**src/rtl/riscv_pkg.sv**
```systemverilog
// Shared RISC-V load/store func3 codes, LSU state encoding and fault helpers.
package riscv_pkg;

  localparam logic [2:0] LB  = 3'b000;
  localparam logic [2:0] LH  = 3'b001;
  localparam logic [2:0] LW  = 3'b010;
  localparam logic [2:0] LBU = 3'b100;
  localparam logic [2:0] LHU = 3'b101;
  localparam logic [2:0] SB  = 3'b000;
  localparam logic [2:0] SH  = 3'b001;
  localparam logic [2:0] SW  = 3'b010;

  typedef enum logic [1:0] {
    ST_IDLE = 2'd0,
    ST_REQ  = 2'd1,
    ST_RESP = 2'd2,
    ST_DONE = 2'd3
  } lsu_state_t;

  function automatic logic f_illegal(input logic is_store, input logic [2:0] f3);
    if (is_store)
      return !((f3 == SB) || (f3 == SH) || (f3 == SW));
    else
      return (f3 == 3'b011) || (f3 == 3'b110) || (f3 == 3'b111);
  endfunction

  // func3[1:0] carries the access size for both loads and stores.
  function automatic logic f_misaligned(input logic [2:0] f3, input logic [1:0] a);
    case (f3[1:0])
      2'b01:   return a[0];
      2'b10:   return (a != 2'b00);
      default: return 1'b0;
    endcase
  endfunction

endpackage

```
**src/rtl/lsu_align.sv**
```systemverilog
// Combinational lane formatting: store strobes/data replication, load extract/extend.
module lsu_align
  import riscv_pkg::*;
(
  input  logic [2:0]  i_func3,
  input  logic [1:0]  i_offset,
  input  logic [31:0] i_store_val,
  input  logic [31:0] i_rdata,
  output logic [3:0]  o_wstrb,
  output logic [31:0] o_wdata,
  output logic [31:0] o_load_val
);

  logic [31:0] w_shift;
  logic [7:0]  w_byte;
  logic [15:0] w_half;

  assign w_shift = i_rdata >> {i_offset, 3'b000};
  assign w_byte  = w_shift[7:0];
  assign w_half  = i_offset[1] ? i_rdata[31:16] : i_rdata[15:0];

  always_comb begin
    o_wstrb = 4'b1111;
    o_wdata = i_store_val;
    case (i_func3[1:0])
      2'b00: begin
        o_wstrb = 4'b0001 << i_offset;
        o_wdata = {4{i_store_val[7:0]}};
      end
      2'b01: begin
        o_wstrb = 4'b0011 << i_offset;
        o_wdata = {2{i_store_val[15:0]}};
      end
      default: ;
    endcase
  end

  always_comb begin
    o_load_val = i_rdata;
    case (i_func3)
      LB:      o_load_val = {{24{w_byte[7]}}, w_byte};
      LH:      o_load_val = {{16{w_half[15]}}, w_half};
      LBU:     o_load_val = {24'd0, w_byte};
      LHU:     o_load_val = {16'd0, w_half};
      default: ;
    endcase
  end

endmodule

```
**src/rtl/lsu_ctrl.sv**
```systemverilog
// Load/store unit controller: one outstanding access, word-aligned memory port.
module lsu_ctrl
  import riscv_pkg::*;
#(
  parameter int ADDR_W = 32
) (
  input  logic              i_clk,
  input  logic              i_rst,
  input  logic              i_start,
  input  logic              i_is_store,
  input  logic [2:0]        i_func3,
  input  logic [ADDR_W-1:0] i_addr,
  input  logic [31:0]       i_store_val,
  output logic              o_busy,
  output logic              o_done,
  output logic [31:0]       o_load_val,
  output logic              o_misaligned,
  output logic              o_illegal,
  output logic              o_mem_req,
  output logic              o_mem_we,
  output logic [ADDR_W-1:0] o_mem_addr,
  output logic [3:0]        o_mem_wstrb,
  output logic [31:0]       o_mem_wdata,
  input  logic              i_mem_gnt,
  input  logic              i_mem_rvalid,
  input  logic [31:0]       i_mem_rdata
);

  lsu_state_t        r_state;
  logic              r_is_store;
  logic [2:0]        r_func3;
  logic [ADDR_W-1:0] r_addr;
  logic [31:0]       r_store_val;
  logic              r_mis_q;
  logic              r_ill_q;
  logic              r_done;
  logic              r_misaligned;
  logic              r_illegal;
  logic [31:0]       r_load_val;

  logic              w_ill_in;
  logic              w_mis_in;
  logic [3:0]        w_wstrb;
  logic [31:0]       w_wdata;
  logic [31:0]       w_load_ext;

  assign w_ill_in = f_illegal(i_is_store, i_func3);
  assign w_mis_in = !w_ill_in && f_misaligned(i_func3, i_addr[1:0]);

  lsu_align u_align (
    .i_func3     (r_func3),
    .i_offset    (r_addr[1:0]),
    .i_store_val (r_store_val),
    .i_rdata     (i_mem_rdata),
    .o_wstrb     (w_wstrb),
    .o_wdata     (w_wdata),
    .o_load_val  (w_load_ext)
  );

  // done and the fault flags are registered off ST_DONE, so they appear
  // in the IDLE cycle that follows it.
  always_ff @(posedge i_clk) begin
    if (i_rst) begin
      r_state      <= ST_IDLE;
      r_is_store   <= 1'b0;
      r_func3      <= 3'd0;
      r_addr       <= '0;
      r_store_val  <= 32'd0;
      r_mis_q      <= 1'b0;
      r_ill_q      <= 1'b0;
      r_done       <= 1'b0;
      r_misaligned <= 1'b0;
      r_illegal    <= 1'b0;
      r_load_val   <= 32'd0;
    end else begin
      r_done       <= (r_state == ST_DONE);
      r_misaligned <= (r_state == ST_DONE) && r_mis_q;
      r_illegal    <= (r_state == ST_DONE) && r_ill_q;
      case (r_state)
        ST_IDLE: begin
          if (i_start) begin
            r_is_store  <= i_is_store;
            r_func3     <= i_func3;
            r_addr      <= i_addr;
            r_store_val <= i_store_val;
            r_mis_q     <= w_mis_in;
            r_ill_q     <= w_ill_in;
            r_state     <= (w_ill_in || w_mis_in) ? ST_DONE : ST_REQ;
          end
        end
        ST_REQ: begin
          if (i_mem_gnt)
            r_state <= r_is_store ? ST_DONE : ST_RESP;
        end
        ST_RESP: begin
          if (i_mem_rvalid) begin
            r_load_val <= w_load_ext;
            r_state    <= ST_DONE;
          end
        end
        ST_DONE: r_state <= ST_IDLE;
        default: r_state <= ST_IDLE;
      endcase
    end
  end

  assign o_busy       = (r_state != ST_IDLE);
  assign o_done       = r_done;
  assign o_load_val   = r_load_val;
  assign o_misaligned = r_misaligned;
  assign o_illegal    = r_illegal;
  assign o_mem_req    = (r_state == ST_REQ);
  assign o_mem_we     = r_is_store;
  assign o_mem_addr   = {r_addr[ADDR_W-1:2], 2'b00};
  assign o_mem_wstrb  = r_is_store ? w_wstrb : 4'b0000;
  assign o_mem_wdata  = w_wdata;

endmodule

```
**config.mk**
```make
export PLATFORM = sky130hd
export DESIGN_NAME = lsu_ctrl
export DESIGN_NICKNAME = d
export VERILOG_FILES = /design/src/rtl/riscv_pkg.sv /design/src/rtl/lsu_align.sv /design/src/rtl/lsu_ctrl.sv
export SDC_FILE = /design/constraint.sdc
export NUM_CORES = 1
export LEC_CHECK = 0
export BUFFER_PORTS_ARGS = -buffer_cell sky130_fd_sc_hd__clkbuf_2
export CAP_MARGIN = 20
export CORE_MARGIN = 1.5
export CORE_UTILIZATION = 52
export DETAILED_ROUTE_END_ITERATION = 16
export PLACE_DENSITY = 0.9
export SKIP_CTS_REPAIR_TIMING = 1
export SLEW_MARGIN = 20
export SYNTH_ARGS = -nofsm -noshare
export SYNTH_HDL_FRONTEND = slang
export SYNTH_SLANG_ARGS = --single-unit
```
**constraint.sdc**
```tcl
create_clock -name i_clk -period 4 [get_ports i_clk]
set_clock_uncertainty 0.2 [all_clocks]
set_input_delay 1 -clock i_clk [delete_from_list [all_inputs] [get_ports i_clk]]
set_output_delay 1 -clock i_clk [all_outputs]
set_load 0.005 [all_outputs]
```
==> results of run 1 <==
[power groups by stage]
stage / Clock (mW) / Combinational [mW] / Sequential (mW)
after floorplan: 0 / 0.802 / 1.39
after global placement: 0 / 1.08 / 1.41
after detailed placement: 0 / 1.10 / 1.42
after CTS: 0.714 / 1.10 / 1.39
after global routing: 0.761 / 1.23 / 1.42
final: 0.703 / 1.10 / 1.39
[routing by layer]
metal	global-route usage	vias up
met5	0	-
met4	0.0894	0
met2	0.397	187
li1	-	2378
met3	0.0386	22
met1	0.290	2248
[area by class of cell]
class,count,share of cell area
sequential,107,0.347
inverter,8,0.00486
multi-input combinational,432,0.410
clock inverter,5,0.0107
clock buffer,11,0.0229
tap,133,0.0270
timing repair buffer,215,0.178
[synthesized netlist by cell type, types with 2 or more instances]
cell,count,share of area
nand2_1,170,0.12
dfxtp_1,107,0.41
a21oi_1,74,0.071
buf_4,40,0.058
nor2_1,40,0.029
clkbuf_1,38,0.027
mux2_2,18,0.039
a211oi_1,17,0.025
mux2i_1,13,0.025
a211oi_2,10,0.024
a22oi_1,9,0.013
ha_1,9,0.022
nand2b_1,9,0.011
o21ai_0,8,0.0077
buf_2,7,0.0067
inv_1,7,0.0051
a311oi_1,6,0.010
o21a_1,6,0.0087
mux4_2,5,0.022
nor2b_1,5,0.0060
and2_1,4,0.0048
nand3_1,4,0.0039
nor3_1,3,0.0029
a22o_1,2,0.0034
o41ai_1,2,0.0034
[logic make-up after synthesis]
family	after synthesis
fa+ha+maj	9
buf+inv	95
compound gates	143
simple gates	240
flops	107
mux	38
other cells	1
[sequential cells by signal, summed over array words and instances (netlist names)]
register      cells
r_addr           32
o_mem_we          1
o_illegal         1
r_ill_q           1
o_load_val       32
r_mis_q           1
r_state           2
o_misaligned      1
r_store_val      32
r_func3           3
o_done            1
[worst max-delay path, cell delays in order, from the launching register on]
cell      delay, ns
dfxtp_1        0.67
inv_2          0.26
and3_1         0.24
o31a_1         0.28
clkbuf_2       0.11
[how the worst max path moves through the flow]
stage / startpoint / end / cells past startpoint / slack [ns]
after global placement: i_start / r_func3[1] / 5 / 1.34
final: r_addr[1] / o_mem_wstrb[2] / 4 / 0.89
after detailed placement: i_start / r_store_val[22] / 5 / 1.29
after global routing: r_addr[1] / o_mem_wstrb[2] / 4 / 0.74
after CTS: r_addr[1] / o_mem_wstrb[2] / 4 / 0.90
after floorplan: r_func3[1] / o_mem_wdata[18] / 3 / 1.46
==> impl_results.html, run 1 <==
<table>
<tr><th>Metric</th><th>Value</th></tr>
<tr><th colspan="2">Detailed routing</th></tr>
<tr><td>Vias per Instance</td><td>5.31</td></tr>
<tr><td>Met1 routed wirelength after detailed routing</td><td>~5400 um</td></tr>
<tr><td>Length of the first detailed-routing pass in iterations</td><td>4</td></tr>
<tr><td>Total met3 wirelength after detailed routing</td><td>approximately 840 um</td></tr>
<tr><td>Max layer used</td><td>met4</td></tr>
<tr><td>WL per Instance</td><td>about 14 um</td></tr>
<tr><td>Detailed-route wire length</td><td>between 10,000 and 15,000 um</td></tr>
<tr><td>DR DRC count</td><td>0</td></tr>
<tr><td>Total via count after detailed routing</td><td>around 4,800</td></tr>
<tr><td>Iter 0 DRT Violations</td><td>200</td></tr>
<tr><td>Antenna-violating nets left</td><td>0</td></tr>
<tr><td>Total length of routed met2 wires</td><td>~6300 um</td></tr>
<tr><th colspan="2">Layout</th></tr>
<tr><td>Combined area of the multi-input logic cells</td><td>around 2500 um^2</td></tr>
<tr><td>Combined flip-flop and latch cell area</td><td>roughly 2100 um^2</td></tr>
<tr><td>Most used cells in the layout excluding fill and tap cells</td><td>207 x clkbuf_2, 169 x nand2_1, 106 x dfxtp_1</td></tr>
<tr><td>Area of all placed cells without fillers</td><td>6170 um^2</td></tr>
<tr><td>Fraction of final layout cells sized beyond drive strength 1</td><td>0.346</td></tr>
<tr><td>Area growth from synthesis to layout</td><td>19.0%</td></tr>
<tr><td>Final net count</td><td>approximately 900</td></tr>
<tr><td>Fillers</td><td>836</td></tr>
<tr><td>Final standard cell utilization of the core</td><td>0.635</td></tr>
<tr><td>Final standard cell count with taps included and fillers excluded</td><td>between 900 and 1,000</td></tr>
<tr><td>Most common library cell in the layout ignoring fill and taps</td><td>clkbuf_2</td></tr>
<tr><td>Antenna diodes</td><td>0</td></tr>
<tr><th colspan="2">Logic synthesis</th></tr>
<tr><td>Area share of and/or/nand/nor cells after synthesis</td><td>0.187</td></tr>
<tr><td>Dominant combinational cell family by area after synthesis</td><td>simple AND/OR/NAND/NOR gates</td></tr>
<tr><td>Synthesized netlist cell count</td><td>around 630</td></tr>
<tr><td>Area fraction in compound gates after synthesis</td><td>0.184</td></tr>
<tr><td>Synthesized area</td><td>5190 um^2</td></tr>
<tr><td>Sequential element share of the synthesized area</td><td>0.413</td></tr>
<tr><td>Total number of yosys warnings</td><td>0</td></tr>
<tr><td>Xor and xnor fraction of the mapped netlist area</td><td>0</td></tr>
<tr><td>Post-synth EDFFs</td><td>0</td></tr>
<tr><td>Synthesized area per cell</td><td>just over 8 um^2</td></tr>
<tr><td>Post-Synth Adder-Cell Area</td><td>0.0217</td></tr>
<tr><td>Portion of netlist area occupied by mux cells</td><td>0.0931</td></tr>
<tr><td>Number of library cell types mapped by synthesis</td><td>45</td></tr>
<tr><td>Synthesized flop and latch total</td><td>107</td></tr>
<tr><td>Most instantiated flip-flop cell in the synthesis netlist</td><td>dfxtp_1</td></tr>
<tr><td>Fraction of synthesis flops using an asynchronous set or reset pin</td><td>0</td></tr>
<tr><th colspan="2">Floorplanning</th></tr>
<tr><td>Total I/O pin count</td><td>approximately 210</td></tr>
<tr><td>Core footprint</td><td>between 9000 and 10,000 um^2</td></tr>
<tr><td>Cell Rows</td><td>36</td></tr>
<tr><td>X dimension of the die</td><td>103 um</td></tr>
<tr><td>Area of the die</td><td>between 10,000 and 15,000 um^2</td></tr>
<tr><td>Initial Util</td><td>0.533</td></tr>
<tr><td>Die height</td><td>just over 100 um</td></tr>
<tr><th colspan="2">Power</th></tr>
<tr><td>Final Power</td><td>3.19 mW</td></tr>
<tr><td>Fraction of power consumed by combinational cells</td><td>0.344</td></tr>
<tr><td>Switching portion of total power</td><td>0.357</td></tr>
<tr><td>Static leakage power</td><td>between 2 and 3 nW</td></tr>
<tr><td>Sequential Power Share</td><td>0.436</td></tr>
<tr><td>Internal Pwr Total</td><td>around 2 mW</td></tr>
<tr><td>Power dissipated by switching net loads</td><td>around 1.1 mW</td></tr>
<tr><td>Max VDD drop</td><td>around 0.00022 V</td></tr>
<tr><td>Part of the power in the clock network</td><td>0.220</td></tr>
<tr><td>Power density of the placed cells</td><td>between 500 and 600 nW/um^2</td></tr>
<tr><th colspan="2">Timing</th></tr>
<tr><td>Count of final setup violators</td><td>0</td></tr>
<tr><td>Final critical-path share of the clock period</td><td>0.777</td></tr>
<tr><td>Worst-margin pin slew</td><td>a little under 0.8 ns</td></tr>
<tr><td>Final hold slack</td><td>between 0.2 and 0.3 ns</td></tr>
<tr><td>Min Clock Period, post-route</td><td>about 3.1 ns</td></tr>
<tr><td>Total negative slack</td><td>0 ns</td></tr>
<tr><td>Hold Vio Cnt, Final</td><td>0</td></tr>
<tr><td>Fmax</td><td>around 0.32 GHz</td></tr>
<tr><td>Post-route setup slack</td><td>around 0.9 ns</td></tr>
<tr><td>Unrepaired setup endpoints after global routing</td><td>false</td></tr>
<tr><td>Final-report max-slew violation count</td><td>0</td></tr>
<tr><td>Normalized max-slew margin</td><td>0.486</td></tr>
<tr><th colspan="2">Critical path</th></tr>
<tr><td>CP startpoint kind</td><td>flop</td></tr>
<tr><td>Arrival time at the worst endpoint</td><td>roughly 1.9 ns</td></tr>
<tr><td>Critical path class</td><td>flop to primary output</td></tr>
<tr><td>Reg-to-Reg End</td><td>r_store_val[22]</td></tr>
<tr><td>Top fanout value on the critical path</td><td>16</td></tr>
<tr><td>Start of the worst register-to-register path</td><td>r_state[1]</td></tr>
<tr><td>Crit path required time</td><td>2.80 ns</td></tr>
<tr><td>Depth of the worst register-to-register path</td><td>6</td></tr>
<tr><td>R2R Setup Slk</td><td>around 1.7 ns</td></tr>
<tr><td>Category of the worst setup path capture point</td><td>primary output</td></tr>
<tr><th colspan="2">Hold path</th></tr>
<tr><td>Hold EP</td><td>r_addr[12]</td></tr>
<tr><td>Worst min-delay path class</td><td>flop to flop</td></tr>
<tr><td>Beginning of the worst hold path</td><td>r_addr[12]</td></tr>
<tr><td>Worst Hold Depth</td><td>2</td></tr>
<tr><th colspan="2">GRT</th></tr>
<tr><td>Wire length of the first global-routing pass</td><td>between 15,000 and 20,000 um</td></tr>
<tr><td>Number of antenna violations at the first check in global routing</td><td>0</td></tr>
<tr><td>Tot GR Track Use</td><td>0.231</td></tr>
<tr><td>Number of global-route vias before repair</td><td>~4,200</td></tr>
<tr><td>Grt total ovfl</td><td>0</td></tr>
<tr><td>Largest net degree at the start of global routing</td><td>68</td></tr>
<tr><th colspan="2">Place</th></tr>
<tr><td>Dpl cell area</td><td>5970 um^2</td></tr>
<tr><td>Last weighted congestion value of the routability-driven placer</td><td>approximately 0.81</td></tr>
<tr><td>DP Wirelength</td><td>roughly 9000 um</td></tr>
<tr><td># port buffers</td><td>between 200 and 250</td></tr>
<tr><td>Worst slack after detailed placement</td><td>1.29 ns</td></tr>
<tr><td>Post-placement cell count</td><td>slightly below 900</td></tr>
<tr><th colspan="2">Clock tree</th></tr>
<tr><td>Max H-tree Level</td><td>3</td></tr>
<tr><td>Clock latency of the later-clocked register in the worst-skew pair</td><td>approximately 0.36 ns</td></tr>
<tr><td>Clock slew at the register clock pins of the worst setup and hold paths</td><td>0.11 ns</td></tr>
<tr><td>Clock sink count</td><td>between 100 and 150</td></tr>
<tr><td>Maximum buffer depth of the clock tree</td><td>2</td></tr>
<tr><td>TritonCTS clock tree</td><td>built</td></tr>
<tr><td>Cts bufs inserted</td><td>9</td></tr>
<tr><td>Root Buffer</td><td>clkbuf_8</td></tr>
<tr><th colspan="2">Status</th></tr>
<tr><td>Outcome</td><td>completed</td></tr>
<tr><th colspan="2">Run</th></tr>
<tr><td>Max_cap viols</td><td>0</td></tr>
</table>
Note: power is estimated with default switching activity, not from simulation.
==> run 2, diff against run 1 <==
--- a/config.mk
+++ b/config.mk
@@ -8,9 +8,9 @@
 export BUFFER_PORTS_ARGS = -buffer_cell sky130_fd_sc_hd__clkbuf_2
 export CAP_MARGIN = 20
 export CORE_MARGIN = 1.5
-export CORE_UTILIZATION = 52
+export CORE_UTILIZATION = 49
 export DETAILED_ROUTE_END_ITERATION = 16
-export PLACE_DENSITY = 0.9
+export PLACE_DENSITY = 0.86
 export SKIP_CTS_REPAIR_TIMING = 1
 export SLEW_MARGIN = 20
 export SYNTH_ARGS = -nofsm -noshare
==> constraint.sdc (replaced) <==
create_clock -name i_clk -period 3.22 [get_ports i_clk]
set_clock_uncertainty 0.2 [all_clocks]
set_input_delay 0.805 -clock i_clk [delete_from_list [all_inputs] [get_ports i_clk]]
set_output_delay 0.805 -clock i_clk [all_outputs]
set_load 0.005 [all_outputs]
==> impl_results.html, run 2 (synthesis gave the netlist of run 1 again) <==
<table>
<tr><th>Metric</th><th>Value</th></tr>
<tr><th colspan="2">Status</th></tr>
<tr><td>Outcome</td><td>completed (unchanged)</td></tr>
<tr><th colspan="2">Clock tree</th></tr>
<tr><td>Clock latency of the later-clocked register in the worst-skew pair</td><td>0.36 ns (about the same)</td></tr>
<tr><td>Max H-tree Level</td><td>3 (unchanged)</td></tr>
<tr><td>Clock slew at the register clock pins of the worst setup and hold paths</td><td>0.10 ns (was 0.11 ns)</td></tr>
<tr><td>Clock sink count</td><td>107 (unchanged)</td></tr>
<tr><td>Root Buffer</td><td>clkbuf_8 (unchanged)</td></tr>
<tr><td>Maximum buffer depth of the clock tree</td><td>2 (unchanged)</td></tr>
<tr><td>TritonCTS clock tree</td><td>built (unchanged)</td></tr>
<tr><td>Cts bufs inserted</td><td>9 (unchanged)</td></tr>
<tr><th colspan="2">Layout</th></tr>
<tr><td>Most common library cell in the layout ignoring fill and taps</td><td>clkbuf_2 (unchanged)</td></tr>
<tr><td>Final net count</td><td>889 (was 887)</td></tr>
<tr><td>Area growth from synthesis to layout</td><td>19.9% (was 19.0%)</td></tr>
<tr><td>Most used cells in the layout excluding fill and tap cells</td><td>207 x clkbuf_2, 169 x nand2_1, 106 x dfxtp_1 (unchanged)</td></tr>
<tr><td>Fraction of final layout cells sized beyond drive strength 1</td><td>0.349 (was 0.346)</td></tr>
<tr><td>Final standard cell count with taps included and fillers excluded</td><td>916 (was 911)</td></tr>
<tr><td>Antenna diodes</td><td>0 (unchanged)</td></tr>
<tr><td>Fillers</td><td>958 (was 836)</td></tr>
<tr><th colspan="2">Place</th></tr>
<tr><td>Last weighted congestion value of the routability-driven placer</td><td>0.863 (was 0.811)</td></tr>
<tr><td>Post-placement cell count</td><td>900 (was 895)</td></tr>
<tr><td># port buffers</td><td>208 (unchanged)</td></tr>
<tr><td>DP Wirelength</td><td>9260 um (was 9010 um)</td></tr>
<tr><th colspan="2">Critical path</th></tr>
<tr><td>CP startpoint kind</td><td>flop (unchanged)</td></tr>
<tr><td>Crit path required time</td><td>2.21 ns (was 2.80 ns)</td></tr>
<tr><td>Slowest stage cell on the critical path</td><td>buf_4 (was dfxtp_1)</td></tr>
<tr><td>Reg-to-Reg End</td><td>o_load_val[7] (was r_store_val[22])</td></tr>
<tr><td>Top fanout value on the critical path</td><td>66 (was 16)</td></tr>
<tr><td>Start of the worst register-to-register path</td><td>r_func3[1] (was r_state[1])</td></tr>
<tr><td>Kind of cell adding the most delay to the critical path</td><td>buffers and inverters (was flip-flops)</td></tr>
<tr><td>Critical path class</td><td>flop to primary output (unchanged)</td></tr>
<tr><td>Depth of the worst register-to-register path</td><td>5 (was 6)</td></tr>
<tr><td>Buf+Inv Stages, Crit Path</td><td>2 (unchanged)</td></tr>
<tr><td>Arrival time at the worst endpoint</td><td>1.81 ns (was 1.91 ns)</td></tr>
<tr><td>Worst setup path startpoint</td><td>r_func3[1] (was r_addr[1])</td></tr>
<tr><td>Category of the worst setup path capture point</td><td>primary output (unchanged)</td></tr>
<tr><td>R2R Setup Slk</td><td>0.98 ns (was 1.66 ns)</td></tr>
<tr><td>Peak per-stage delay on the critical path</td><td>0.56 ns (was 0.67 ns)</td></tr>
<tr><td>Sequence of cells on the critical path</td><td>buf_4 -&gt; mux2_2 -&gt; clkbuf_2 (was inv_2 -&gt; and3_1 -&gt; o31a_1 -&gt; clkbuf_2)</td></tr>
<tr><th colspan="2">Floorplanning</th></tr>
<tr><td>Cell Rows</td><td>37 (was 36)</td></tr>
<tr><td>Core footprint</td><td>10,300 um^2 (was 9730 um^2)</td></tr>
<tr><td>Total I/O pin count</td><td>211 (unchanged)</td></tr>
<tr><td>Area of the die</td><td>11,200 um^2 (was 10,600 um^2)</td></tr>
<tr><td>Initial Util</td><td>0.505 (was 0.533)</td></tr>
<tr><td>Die height</td><td>106 um (was 103 um)</td></tr>
<tr><td>X dimension of the die</td><td>106 um (was 103 um)</td></tr>
<tr><th colspan="2">GRT</th></tr>
<tr><td>Largest net degree at the start of global routing</td><td>67 (was 68)</td></tr>
<tr><td>Number of global-route vias before repair</td><td>4,476 (was 4,201)</td></tr>
<tr><td>Grt total ovfl</td><td>0 (unchanged)</td></tr>
<tr><td>Number of antenna violations at the first check in global routing</td><td>0 (unchanged)</td></tr>
<tr><td>Tot GR Track Use</td><td>0.231 (about the same)</td></tr>
<tr><td>Wire length of the first global-routing pass</td><td>21,100 um (was 19,500 um)</td></tr>
<tr><th colspan="2">Run</th></tr>
<tr><td>Max_cap viols</td><td>0 (unchanged)</td></tr>
<tr><th colspan="2">Detailed routing</th></tr>
<tr><td>Vias per Instance</td><td>5.18 (was 5.31)</td></tr>
<tr><td>DR DRC count</td><td>0 (unchanged)</td></tr>
<tr><td>Antenna-violating nets left</td><td>0 (unchanged)</td></tr>
<tr><td>Iter 0 DRT Violations</td><td>239 (was 200)</td></tr>
<tr><td>Length of the first detailed-routing pass in iterations</td><td>5 (was 4)</td></tr>
<tr><td>WL per Instance</td><td>14.2 um (was 14.0 um)</td></tr>
<tr><td>Detailed-route wire length</td><td>13,000 um (was 12,800 um)</td></tr>
<tr><td>Total via count after detailed routing</td><td>4,742 (was 4,835)</td></tr>
<tr><th colspan="2">Timing</th></tr>
<tr><td>Fmax</td><td>0.355 GHz</td></tr>
<tr><td>Min Clock Period, post-route</td><td>about 2.8 ns</td></tr>
<tr><td>Count of final setup violators</td><td>0 (unchanged)</td></tr>
<tr><td>Final-report max-slew violation count</td><td>0 (unchanged)</td></tr>
<tr><td>Hold Vio Cnt, Final</td><td>0 (unchanged)</td></tr>
<tr><td>Final critical-path share of the clock period</td><td>0.875</td></tr>
<tr><td>Worst-margin pin slew</td><td>0.706 ns (was 0.768 ns)</td></tr>
<tr><td>Unrepaired setup endpoints after global routing</td><td>false (unchanged)</td></tr>
<tr><td>Total negative slack</td><td>0 ns (unchanged)</td></tr>
<tr><td>Normalized max-slew margin</td><td>0.530 (was 0.486)</td></tr>
<tr><th colspan="2">Hold path</th></tr>
<tr><td>Hold EP</td><td>r_store_val[27] (was r_addr[12])</td></tr>
<tr><td>Worst Hold Depth</td><td>2 (unchanged)</td></tr>
<tr><td>Beginning of the worst hold path</td><td>r_store_val[27] (was r_addr[12])</td></tr>
<tr><td>Worst min-delay path class</td><td>flop to flop (unchanged)</td></tr>
<tr><th colspan="2">Power</th></tr>
<tr><td>Static leakage power</td><td>2.71 nW (was 2.68 nW)</td></tr>
<tr><td>Power density of the placed cells</td><td>648 nW/um^2 (was 517 nW/um^2)</td></tr>
<tr><td>Max VDD drop</td><td>0.000341 V (was 0.000215 V)</td></tr>
</table>
==> run 2: worst max path at each step <==
stage                     depth (start not counted)  slack, ns              end
after floorplan                                   3       0.88  o_mem_wdata[18]
after global placement                            3       0.83  o_mem_wdata[20]
after detailed placement                          3       0.81  o_mem_wdata[22]
after CTS                                         3       0.39  o_mem_wdata[22]
after global routing                              3       0.31  o_mem_wdata[19]
final                                             3       0.40  o_mem_wdata[22]
==> run 2: tightest hold or removal path: cells and delay by family, from the launching register on <==
kind               cells  cell delay, ns
AOI/OAI and AO/OA      1            0.05
DFF                    1            0.32
and+or+nand+nor        1            0.05
==> run 2: metal layers <==
layer	share of wire	GRT usage
met5	0	0
met2	0.49	0.394
met4	0.020	0.0830
met3	0.071	0.0509
met1	0.42	0.288
==> run 2: power breakdown <==
part,switching (mW),internal (mW)
combinational,0.783,0.603
sequential,0.155,1.57
clock,0.478,0.444
total,1.42,2.61
==> run 2: through the flow <==
step / cell area (um^2) / hold WS (ns) / utilization / power, mW / setup slack (ns)
final: 6220 / 0.258 / 0.605 / 4.03 / 0.401
after global routing: 6220 / 0.279 / 0.605 / 4.31 / 0.309
after CTS: 6220 / 0.261 / 0.605 / 4.07 / 0.392
after detailed placement: 6000 / 0.246 / 0.584 / 3.14 / 0.806
after global placement: 6000 / 0.242 / 0.584 / 3.11 / 0.827
after floorplan: 5190 / 0.230 / - / 2.72 / 0.876
==> run 2: cell type report <==
| type | count | area, um^2 | share of cell area |
|---|---|---|---|
| multi-input cells | 432 | 2530 | 0.407 |
| flip-flops and latches | 107 | 2140 | 0.345 |
| clock buffers | 9 | 124 | 0.0199 |
| inverters | 8 | 30.0 | 0.00483 |
| well taps | 136 | 170 | 0.0274 |
| clock inverters | 7 | 98.8 | 0.0159 |
| repair buffers | 217 | 1120 | 0.181 |
==> run 3, diff against run 2 <==
--- a/config.mk
+++ b/config.mk
@@ -8,9 +8,10 @@
 export BUFFER_PORTS_ARGS = -buffer_cell sky130_fd_sc_hd__clkbuf_2
 export CAP_MARGIN = 20
 export CORE_MARGIN = 1.5
-export CORE_UTILIZATION = 49
+export CORE_UTILIZATION = 44
 export DETAILED_ROUTE_END_ITERATION = 16
-export PLACE_DENSITY = 0.86
+export GPL_TIMING_DRIVEN = 0
+export PLACE_DENSITY = 0.82
 export SKIP_CTS_REPAIR_TIMING = 1
 export SLEW_MARGIN = 20
 export SYNTH_ARGS = -nofsm -noshare
==> constraint.sdc (replaced) <==
create_clock -name i_clk -period 2.4 [get_ports i_clk]
set_clock_uncertainty 0.2 [all_clocks]
set_input_delay 0.6 -clock i_clk [delete_from_list [all_inputs] [get_ports i_clk]]
set_output_delay 0.6 -clock i_clk [all_outputs]
set_load 0.005 [all_outputs]
==> impl_results.html, run 3 (synthesis gave the netlist of run 1 again) <==
<table>
<tr><th>Metric</th><th>Value</th></tr>
<tr><th colspan="2">Status</th></tr>
<tr><td>Outcome</td><td>completed (unchanged)</td></tr>
<tr><th colspan="2">Detailed routing</th></tr>
<tr><td>Total via count after detailed routing</td><td>5,202 (was 4,742)</td></tr>
<tr><td>DR DRC count</td><td>0 (unchanged)</td></tr>
<tr><td>Vias per Instance</td><td>5.20 (was 5.18)</td></tr>
<tr><td>Length of the first detailed-routing pass in iterations</td><td>5 (unchanged)</td></tr>
<tr><td>Iter 0 DRT Violations</td><td>336 (was 239)</td></tr>
<tr><td>Detailed-route wire length</td><td>15,700 um (was 13,000 um)</td></tr>
<tr><td>Antenna-violating nets left</td><td>0 (unchanged)</td></tr>
<tr><td>WL per Instance</td><td>15.7 um (was 14.2 um)</td></tr>
<tr><th colspan="2">Critical path</th></tr>
<tr><td>Kind of cell adding the most delay to the critical path</td><td>flip-flops (was buffers and inverters)</td></tr>
<tr><td>Crit path required time</td><td>1.60 ns (was 2.21 ns)</td></tr>
<tr><td>Depth of the worst register-to-register path</td><td>7 (was 5)</td></tr>
<tr><td>Critical path class</td><td>flop to primary output (unchanged)</td></tr>
<tr><td>R2R Setup Slk</td><td>0.27 ns (was 0.98 ns)</td></tr>
<tr><td>Buf+Inv Stages, Crit Path</td><td>3 (was 2)</td></tr>
<tr><td>Top fanout value on the critical path</td><td>16 (was 66)</td></tr>
<tr><td>Crit path depth</td><td>5 (was 3)</td></tr>
<tr><td>Peak per-stage delay on the critical path</td><td>0.40 ns (was 0.56 ns)</td></tr>
<tr><td>Slowest stage cell on the critical path</td><td>dfxtp_2 (was buf_4)</td></tr>
<tr><td>CP startpoint kind</td><td>flop (unchanged)</td></tr>
<tr><td>Sequence of cells on the critical path</td><td>buf_8 -&gt; inv_4 -&gt; and3_1 -&gt; o31a_1 -&gt; clkbuf_2 (was buf_4 -&gt; mux2_2 -&gt; clkbuf_2)</td></tr>
<tr><td>Arrival time at the worst endpoint</td><td>1.57 ns (was 1.81 ns)</td></tr>
<tr><td>Category of the worst setup path capture point</td><td>primary output (unchanged)</td></tr>
<tr><th colspan="2">Clock tree</th></tr>
<tr><td>Max H-tree Level</td><td>3 (unchanged)</td></tr>
<tr><td>Cts bufs inserted</td><td>9 (unchanged)</td></tr>
<tr><td>Maximum buffer depth of the clock tree</td><td>2 (unchanged)</td></tr>
<tr><td>TritonCTS clock tree</td><td>built (unchanged)</td></tr>
<tr><td>Clock slew at the register clock pins of the worst setup and hold paths</td><td>0.07 ns (was 0.10 ns)</td></tr>
<tr><td>Root Buffer</td><td>clkbuf_16 (was clkbuf_8)</td></tr>
<tr><td>Clock latency of the later-clocked register in the worst-skew pair</td><td>0.34 ns (was 0.36 ns)</td></tr>
<tr><td>Clock sink count</td><td>107 (unchanged)</td></tr>
<tr><th colspan="2">Layout</th></tr>
<tr><td>Antenna diodes</td><td>0 (unchanged)</td></tr>
<tr><td>Fraction of final layout cells sized beyond drive strength 1</td><td>0.372 (was 0.349)</td></tr>
<tr><td>Most used cells in the layout excluding fill and tap cells</td><td>211 x clkbuf_2, 170 x nand2_1, 105 x dfxtp_1 (was 207 x clkbuf_2, 169 x nand2_1, 106 x dfxtp_1)</td></tr>
<tr><td>Fillers</td><td>1,048 (was 958)</td></tr>
<tr><td>Area growth from synthesis to layout</td><td>32.0% (was 19.9%)</td></tr>
<tr><td>Most common library cell in the layout ignoring fill and taps</td><td>clkbuf_2 (unchanged)</td></tr>
<tr><td>Final net count</td><td>967 (was 889)</td></tr>
<tr><td>Final standard cell utilization of the core</td><td>0.597 (was 0.605)</td></tr>
<tr><th colspan="2">GRT</th></tr>
<tr><td>Tot GR Track Use</td><td>0.247 (was 0.231)</td></tr>
<tr><td>Number of global-route vias before repair</td><td>4,828 (was 4,476)</td></tr>
<tr><td>Largest net degree at the start of global routing</td><td>18 (was 67)</td></tr>
<tr><td>Grt total ovfl</td><td>0 (unchanged)</td></tr>
<tr><td>Number of antenna violations at the first check in global routing</td><td>0 (unchanged)</td></tr>
<tr><td>Wire length of the first global-routing pass</td><td>24,600 um (was 21,100 um)</td></tr>
<tr><th colspan="2">Floorplanning</th></tr>
<tr><td>Cell Rows</td><td>39 (was 37)</td></tr>
<tr><td>Die height</td><td>112 um (was 106 um)</td></tr>
<tr><td>Initial Util</td><td>0.453 (was 0.505)</td></tr>
<tr><td>Area of the die</td><td>12,500 um^2 (was 11,200 um^2)</td></tr>
<tr><td>Core footprint</td><td>11,500 um^2 (was 10,300 um^2)</td></tr>
<tr><td>Total I/O pin count</td><td>211 (unchanged)</td></tr>
<tr><td>X dimension of the die</td><td>112 um (was 106 um)</td></tr>
<tr><th colspan="2">Power</th></tr>
<tr><td>Internal Pwr Total</td><td>4.01 mW (was 2.61 mW)</td></tr>
<tr><td>Fraction of power consumed by combinational cells</td><td>0.365 (was 0.344)</td></tr>
<tr><td>Power density of the placed cells</td><td>889 nW/um^2 (was 648 nW/um^2)</td></tr>
<tr><td>Sequential Power Share</td><td>0.380 (was 0.427)</td></tr>
<tr><td>Part of the power in the clock network</td><td>0.255 (was 0.229)</td></tr>
<tr><td>Power dissipated by switching net loads</td><td>2.08 mW (was 1.42 mW)</td></tr>
<tr><td>Switching portion of total power</td><td>0.342 (was 0.351)</td></tr>
<tr><td>Final Power</td><td>6.09 mW (was 4.03 mW)</td></tr>
<tr><td>Static leakage power</td><td>3.06 nW (was 2.71 nW)</td></tr>
<tr><td>Max VDD drop</td><td>0.000409 V (was 0.000341 V)</td></tr>
<tr><th colspan="2">Place</th></tr>
<tr><td># port buffers</td><td>207 (was 208)</td></tr>
<tr><td>Worst slack after detailed placement</td><td>-0.408 ns (was 0.806 ns)</td></tr>
<tr><td>DP Wirelength</td><td>11,600 um (was 9260 um)</td></tr>
<tr><td>Last weighted congestion value of the routability-driven placer</td><td>0.863 (unchanged)</td></tr>
<tr><th colspan="2">Timing</th></tr>
<tr><td>Hold Vio Cnt, Final</td><td>0 (unchanged)</td></tr>
<tr><td>Fmax</td><td>0.422 GHz</td></tr>
<tr><td>Count of final setup violators</td><td>0 (unchanged)</td></tr>
<tr><td>Post-route setup slack</td><td>0.0314 ns (was 0.401 ns)</td></tr>
<tr><td>Min Clock Period, post-route</td><td>approximately 2.4 ns</td></tr>
<tr><td>Normalized max-slew margin</td><td>0.554 (was 0.530)</td></tr>
<tr><td>Total negative slack</td><td>0 ns (unchanged)</td></tr>
<tr><td>Final-report max-slew violation count</td><td>0 (unchanged)</td></tr>
<tr><td>Worst-margin pin slew</td><td>0.670 ns (was 0.706 ns)</td></tr>
<tr><td>Final critical-path share of the clock period</td><td>0.987</td></tr>
<tr><th colspan="2">Hold path</th></tr>
<tr><td>Worst Hold Depth</td><td>2 (unchanged)</td></tr>
<tr><td>Worst min-delay path class</td><td>flop to flop (unchanged)</td></tr>
<tr><th colspan="2">Run</th></tr>
<tr><td>Max_cap viols</td><td>0 (unchanged)</td></tr>
</table>
-- run 3: power groups by stage --
stage	clock network, mW	registers, mW	logic (mW)
after floorplan	0	2.31	1.34
after global placement	0	2.33	2.08
after detailed placement	0	2.35	2.12
after CTS	1.58	2.31	2.13
after global routing	1.65	2.36	2.45
final	1.55	2.32	2.22
-- run 3: layer usage --
layer  routed length [um]  GRT usage  vias to the layer above  part of all wire
li1                     -          -                     2550                 -
met1                 6560      0.307                     2356              0.42
met2                 7360      0.412                      247              0.47
met3                 1240     0.0577                       49             0.079
met4                  541      0.105                        0             0.034
met5                    0          0                        -                 0
-- run 3: worst register-to-register path, delay by kind of cell, from the launching register on --
| family | cells | cell delay, ns |
|---|---|---|
| DFF | 1 | 0.33 |
| AOI/OAI and AO/OA | 1 | 0.15 |
| and+or+nand+nor | 2 | 0.27 |
| adders and majority gates | 1 | 0.21 |
| buffers and inverters | 3 | 0.88 |
-- run 3: final cells by class --
type,count,area [um^2],area share
Tap cell,143,179,0.0261
Clock inverter,4,56.3,0.00822
Timing Repair Buffer,210,1070,0.156
Multi-Input combinational cell,432,2530,0.370
Clock buffer,12,256,0.0374
Sequential cell,107,2150,0.313
Inverter,8,32.5,0.00475
Buffer,85,574,0.0839
-- run 3: final timing paths --
check	endpoint	startpoint
setup / recovery	o_mem_wstrb[2]	r_addr[1]
hold reg to reg	r_addr[17]	r_addr[17]
hold / removal	r_addr[17]	r_addr[17]
setup reg to reg	r_func3[1]	r_state[0]
-- run 3: through the flow --
step           instance area (um^2)  cells  hold slack, ns
3_5_place_dp                   6410    984           0.244
4_1_cts                        6720   1000           0.257
2_1_floorplan                  5190    634           0.230
6_report                       6850   1001           0.255
5_1_grt                        6850   1001           0.264
3_3_place_gp                   6410    984           0.234
